File: src/rtl/alu_flag_cond_unit.sv
// Processor status register fed by the ALU flag outputs, plus a valid/ready
// condition evaluator for Bcond/Jcond/Scond. Optional macro: FLAG_FORWARD_EN.
module alu_flag_cond_unit #(
    parameter int WIDTH = 16,
    parameter int C_BIT = 0,
    parameter int L_BIT = 2,
    parameter int F_BIT = 5,
    parameter int Z_BIT = 6,
    parameter int N_BIT = 7
) (
    input  logic             clk_i,
    input  logic             reset_i,
    input  logic             flag_we_i,
    input  logic [4:0]       flag_mask_i,
    input  logic             carry_i,
    input  logic             low_i,
    input  logic             overflow_i,
    input  logic             zero_i,
    input  logic             negative_i,
    input  logic             psr_load_i,
    input  logic [WIDTH-1:0] psr_load_data_i,
    output logic [WIDTH-1:0] psr_out_o,
    input  logic             cond_valid_i,
    input  logic [3:0]       cond_code_i,
    output logic             cond_ready_o,
    output logic             taken_valid_o,
    output logic             taken_o,
    input  logic             taken_ready_i
);

    typedef enum logic {
        IDLE = 1'b0,
        RESP = 1'b1
    } state_e;

    localparam logic [3:0] CC_EQ = 4'h0;
    localparam logic [3:0] CC_NE = 4'h1;
    localparam logic [3:0] CC_CS = 4'h2;
    localparam logic [3:0] CC_CC = 4'h3;
    localparam logic [3:0] CC_HI = 4'h4;
    localparam logic [3:0] CC_LS = 4'h5;
    localparam logic [3:0] CC_GT = 4'h6;
    localparam logic [3:0] CC_LE = 4'h7;
    localparam logic [3:0] CC_FS = 4'h8;
    localparam logic [3:0] CC_FC = 4'h9;
    localparam logic [3:0] CC_LO = 4'hA;
    localparam logic [3:0] CC_HS = 4'hB;
    localparam logic [3:0] CC_LT = 4'hC;
    localparam logic [3:0] CC_GE = 4'hD;
    localparam logic [3:0] CC_UC = 4'hE;
    localparam logic [3:0] CC_NV = 4'hF;

    state_e           state_q, state_d;
    logic [WIDTH-1:0] psr_q, psr_d;
    logic             taken_q, taken_d;

    logic [WIDTH-1:0] psr_flagged;
    logic [WIDTH-1:0] eval_psr;
    logic             accept;
    logic             cond_true;

    function automatic logic eval_cond(input logic [3:0] code, input logic [WIDTH-1:0] psr);
        logic c, l, f, z, n, res;
        c   = psr[C_BIT];
        l   = psr[L_BIT];
        f   = psr[F_BIT];
        z   = psr[Z_BIT];
        n   = psr[N_BIT];
        res = 1'b0;
        case (code)
            CC_EQ: res = z;
            CC_NE: res = !z;
            CC_CS: res = c;
            CC_CC: res = !c;
            CC_HI: res = l;
            CC_LS: res = !l;
            CC_GT: res = n;
            CC_LE: res = !n;
            CC_FS: res = f;
            CC_FC: res = !f;
            CC_LO: res = !l && !z;
            CC_HS: res = l || z;
            CC_LT: res = !n && !z;
            CC_GE: res = n || z;
            CC_UC: res = 1'b1;
            CC_NV: res = 1'b0;
            default: res = 1'b0;
        endcase
        return res;
    endfunction

    // Mask order is {N,Z,F,L,C}; unmasked and non-flag bits keep their value.
    always_comb begin
        psr_flagged = psr_q;
        if (flag_mask_i[0]) psr_flagged[C_BIT] = carry_i;
        if (flag_mask_i[1]) psr_flagged[L_BIT] = low_i;
        if (flag_mask_i[2]) psr_flagged[F_BIT] = overflow_i;
        if (flag_mask_i[3]) psr_flagged[Z_BIT] = zero_i;
        if (flag_mask_i[4]) psr_flagged[N_BIT] = negative_i;
    end

    always_comb begin
        psr_d = psr_q;
        if (psr_load_i)
            psr_d = psr_load_data_i;
        else if (flag_we_i)
            psr_d = psr_flagged;
    end

`ifdef FLAG_FORWARD_EN
    // A restore load is never forwarded; only a flag capture is.
    assign eval_psr     = (flag_we_i && !psr_load_i) ? psr_flagged : psr_q;
    assign cond_ready_o = !taken_valid_o || taken_ready_i;
`else
    // Stall one cycle on a flag write so the query sees the updated PSR.
    assign eval_psr     = psr_q;
    assign cond_ready_o = (!taken_valid_o || taken_ready_i) && !flag_we_i;
`endif

    assign accept    = cond_valid_i && cond_ready_o;
    assign cond_true = eval_cond(cond_code_i, eval_psr);

    always_comb begin
        state_d = state_q;
        taken_d = taken_q;
        case (state_q)
            IDLE: begin
                if (accept) begin
                    state_d = RESP;
                    taken_d = cond_true;
                end
            end
            RESP: begin
                if (taken_ready_i) begin
                    if (accept)
                        taken_d = cond_true;
                    else
                        state_d = IDLE;
                end
            end
            default: state_d = IDLE;
        endcase
    end

    always_ff @(posedge clk_i) begin
        if (reset_i) begin
            state_q <= IDLE;
            psr_q   <= '0;
            taken_q <= 1'b0;
        end else begin
            state_q <= state_d;
            psr_q   <= psr_d;
            taken_q <= taken_d;
        end
    end

    assign psr_out_o     = psr_q;
    assign taken_valid_o = (state_q == RESP);
    assign taken_o       = taken_q;

endmodule
File: config.mk
export PLATFORM = sky130hd
export DESIGN_NAME = alu_flag_cond_unit
export DESIGN_NICKNAME = d
export VERILOG_FILES = /design/src/rtl/alu_flag_cond_unit.sv
export SDC_FILE = /design/constraint.sdc
export NUM_CORES = 1
export LEC_CHECK = 0
export CORE_MARGIN = 5
export CORE_UTILIZATION = 35
export DETAILED_ROUTE_END_ITERATION = 8
export GPL_ROUTABILITY_DRIVEN = 1
export PLACE_DENSITY_LB_ADDON = 0.25
export SYNTH_ARGS = -nofsm -noshare
export SYNTH_HDL_FRONTEND = slang
export SYNTH_SLANG_ARGS = --single-unit
export TNS_END_PERCENT = 10
File: constraint.sdc
create_clock -name clk_i -period 1.5 [get_ports clk_i]
set_input_delay 0.225 -clock clk_i [delete_from_list [all_inputs] [get_ports clk_i]]
set_output_delay 0.225 -clock clk_i [all_outputs]
set_load 0.05 [all_outputs]
==> impl_metrics.env, run 1 <==
export IMPL_whs_endpoint="taken_valid_o$_SDFF_PP0_"
export IMPL_rows=18
export IMPL_status="finished clean"
export IMPL_cts_buffers=3
export IMPL_worst_ep_required_time_ps=1270
export IMPL_switching_share_pct=31.1
export IMPL_io_pins=55
export IMPL_wl_per_cell_microns=12.7
export IMPL_postSynthRegisterBits=18
export IMPL_ant_nets=0
export IMPL_drtIter0Drc=40
export IMPL_dieWidth_microns=60.9
export IMPL_netlist_instances=110
export IMPL_cts_resized=1
export IMPL_synth_top_area_cell="dfxtp_1"
export IMPL_numPortBuffers=54
export IMPL_ys_top_cells_by_area="dfxtp_1 40%, mux2i_1 15%, nor2_1 9.5%"
export IMPL_fin_nets=206
export IMPL_ys_warn_count=0
export IMPL_p_int_w=0.000867
export IMPL_hpwl_microns=2030
export IMPL_place_area_sq_um=1540
export IMPL_grt_overflow=0
export IMPL_start_kind="input pin"
export IMPL_htreeDepth=1
export IMPL_route_detailed_drc=0
export IMPL_synthMostInstantiatedCell="nor2_1"
export IMPL_finalHoldViolations=0
export IMPL_final_cell_area_sq_um=1580
export IMPL_cts_tree="built"
export IMPL_p_comb_share_pct=33.7
export IMPL_max_cap_viol_count=0
export IMPL_worstSetupEndpointType="output port"
export IMPL_synthToLayoutAreaGrowth_pct=74.1
export IMPL_netlist_top_cells_count="23 x nor2_1, 18 x dfxtp_1, 14 x mux2i_1"
export IMPL_setup_viol=0
export IMPL_rr_worst_depth=5
export IMPL_power_switching_w=0.000390
export IMPL_synth_flop_cell="dfxtp_1"
export IMPL_layout_cells_non_filler=199
export IMPL_die_area_sq_um=3710
export IMPL_initial_core_util_pct=36.7
export IMPL_pre_cts_slack_ps=-107
export IMPL_drt_total_wl_microns=2520
export IMPL_placed_cells=195
export IMPL_min_period_ps=1470
export IMPL_syn_avg_cell_area_sq_um=8.26
export IMPL_hp_start="taken_valid_o$_SDFF_PP0_"
export IMPL_vdd_drop_max_v=0.000700
export IMPL_drive_above_1_share_pct=20.1
export IMPL_grt_pass1_vias=960
export IMPL_fillerInstances=220
export IMPL_rsz0062_at_grt="false"
export IMPL_die_h_microns=60.9
export IMPL_drv_slew=0
export IMPL_path_class="in2out"
export IMPL_route_vias_total=991
export IMPL_utilization_pct=63.8
export IMPL_synthArstFlopShare_pct=0
export IMPL_core_sq_um=2480
export IMPL_fmax_mhz=682
export IMPL_antenna_found_initial=0
export IMPL_syn_area_sq_um=908
export IMPL_synth_edf_count=0
export IMPL_clk_insertion_delay_late_ps=300
export IMPL_r2r_end="taken_o$_SDFFE_PP0P_"
export IMPL_clock_skew_ps=3.75
export IMPL_min_period_over_period_pct=97.7
export IMPL_cts_hold_buf=0
export IMPL_synth_nets=146
export IMPL_tightest_slew_ps=258
export IMPL_clkPwrFrac_pct=24.0
export IMPL_synth_cell_types=28
export IMPL_grt_max_degree=22
export IMPL_reg2reg_from="psr_out_o[7]$_SDFFE_PP0P_"
export IMPL_power_per_cell_area_nw_per_um2=795
export IMPL_clock_path_buffers=2
export IMPL_worst_slack_ps=34.3
export IMPL_vias_per_cell=4.98
export IMPL_drt_pass1_iterations=4
export IMPL_regToRegSetupSlack_ps=230
export IMPL_seqPwrFrac_pct=42.3
export IMPL_gp_congestion=0.955
export IMPL_cts_sinks=18
export IMPL_grt_pass1_wl_microns=3840
export IMPL_hold_ws_ps=494
export IMPL_post_cts_buffers=0
export IMPL_cts_root_buf="clkbuf_4"
export IMPL_min_path_type="reg2reg"
export IMPL_synth_top_area_share_pct=39.7
export IMPL_hold_depth=2
export IMPL_critPathMaxFanout=2
export IMPL_leakage_nw=0.687
export IMPL_n_antenna_cell=0
export IMPL_track_usage_pct=14.0
export IMPL_synth_seq_area_share_pct=39.7
export IMPL_arrival_ps=1240
export IMPL_slew_headroom_pct=82.6
export IMPL_path_clk_slew_ps=100
## state kept, by name (all words and copies together), names as in the netlist
signal and flops:
taken_valid_o 1, psr_out_o 16, taken_o 1
## metal layers
layer | wire, microns | track usage, % | vias up
li1 | - | - | 496
met1 | 970 | 13.8 | 443
met2 | 1280 | 25.5 | 45
met3 | 218 | 4.89 | 7
met4 | 53 | 7.74 | 0
met5 | 0 | 0 | -
## cells in the final DEF, fill, tap and decap left out
master,n
clkdlybuf4s50_1,35
nor2_1,22
buf_4,19
dfxtp_1,18
mux2i_1,14
a21oi_1,12
nand2_1,12
buf_12,7
nand3_1,3
nor3_1,3
clkbuf_4,3
nor2_4,2
nand2b_1,2
and2b_4,1
nand2b_4,1
o22ai_1,1
or2_0,1
nor4_1,1
nor3b_1,1
nor2b_1,1
a211oi_1,1
xnor2_1,1
inv_1,1
a21o_1,1
xor2_1,1
o21ai_1,1
o31ai_1,1
a311o_1,1
a31oi_1,1
clkbuf_8,1
## critical path: stages
cell and delay, ps:
clkdlybuf4s50_1 460, and2b_4 190, buf_4 130, nor2_4 90, buf_12 140
## power by group through the flow
stage	combinational (W)	clock [W]	sequential (W)
2_1_floorplan	0.000122	0	0.000636
3_3_place_gp	0.000416	0	0.000541
3_5_place_dp	0.000424	0	0.000542
4_1_cts	0.000426	0.000316	0.000532
5_1_grt	0.000449	0.000334	0.000536
6_report	0.000423	0.000302	0.000532
## cell families (layout without fill, tap and decap cells)
logic type                count (synthesis)  count (layout)  share of synthesized area, %
buffers and inverters                     7              66                          4.96
AOI/OAI and AO/OA                        19              19                          12.1
muxes                                    14              14                          15.4
and+or+nand+nor                          50              50                          25.9
DFF                                      18              18                          39.7
xor gates and xnor gates                  2               2                          1.93
## cell type report
cell class	count	area [sq um]	area share [%]
sequential	18	360	22.8
tap	30	37.5	2.37
timing repair buffer	61	633	40.0
clock buffer	4	36.3	2.29
multi-input combinational	85	510	32.3
inverter	1	3.75	0.237
## stage by stage
step           total power (W)  setup TNS (ps)
6_report               0.00126               0
5_1_grt                0.00132               0
4_1_cts                0.00127               0
3_5_place_dp          0.000966            -107
3_3_place_gp          0.000958           -36.0
2_1_floorplan         0.000757               0
## worst max-delay path by stage
stage	startpoint	to
floorplan	psr_out_o[6]$_SDFFE_PP0P_	taken_o$_SDFFE_PP0P_
global placement	cond_code_i[1]	taken_o$_SDFFE_PP0P_
detailed placement	cond_code_i[1]	taken_o$_SDFFE_PP0P_
CTS	taken_ready_i	cond_ready_o
global route	taken_ready_i	cond_ready_o
finish	taken_ready_i	cond_ready_o
No activity file was read; power rests on OpenSTA's default activity.
==> inputs of run 2 (changes only) <==
--- a/config.mk
+++ b/config.mk
@@ -8,7 +8,6 @@
 export CORE_MARGIN = 5
 export CORE_UTILIZATION = 35
 export DETAILED_ROUTE_END_ITERATION = 8
-export GPL_ROUTABILITY_DRIVEN = 1
 export PLACE_DENSITY_LB_ADDON = 0.25
 export SYNTH_ARGS = -nofsm -noshare
 export SYNTH_HDL_FRONTEND = slang
==> results of run 2 <==
No change in the layout: final DEF, timing and power equal those of run 1.
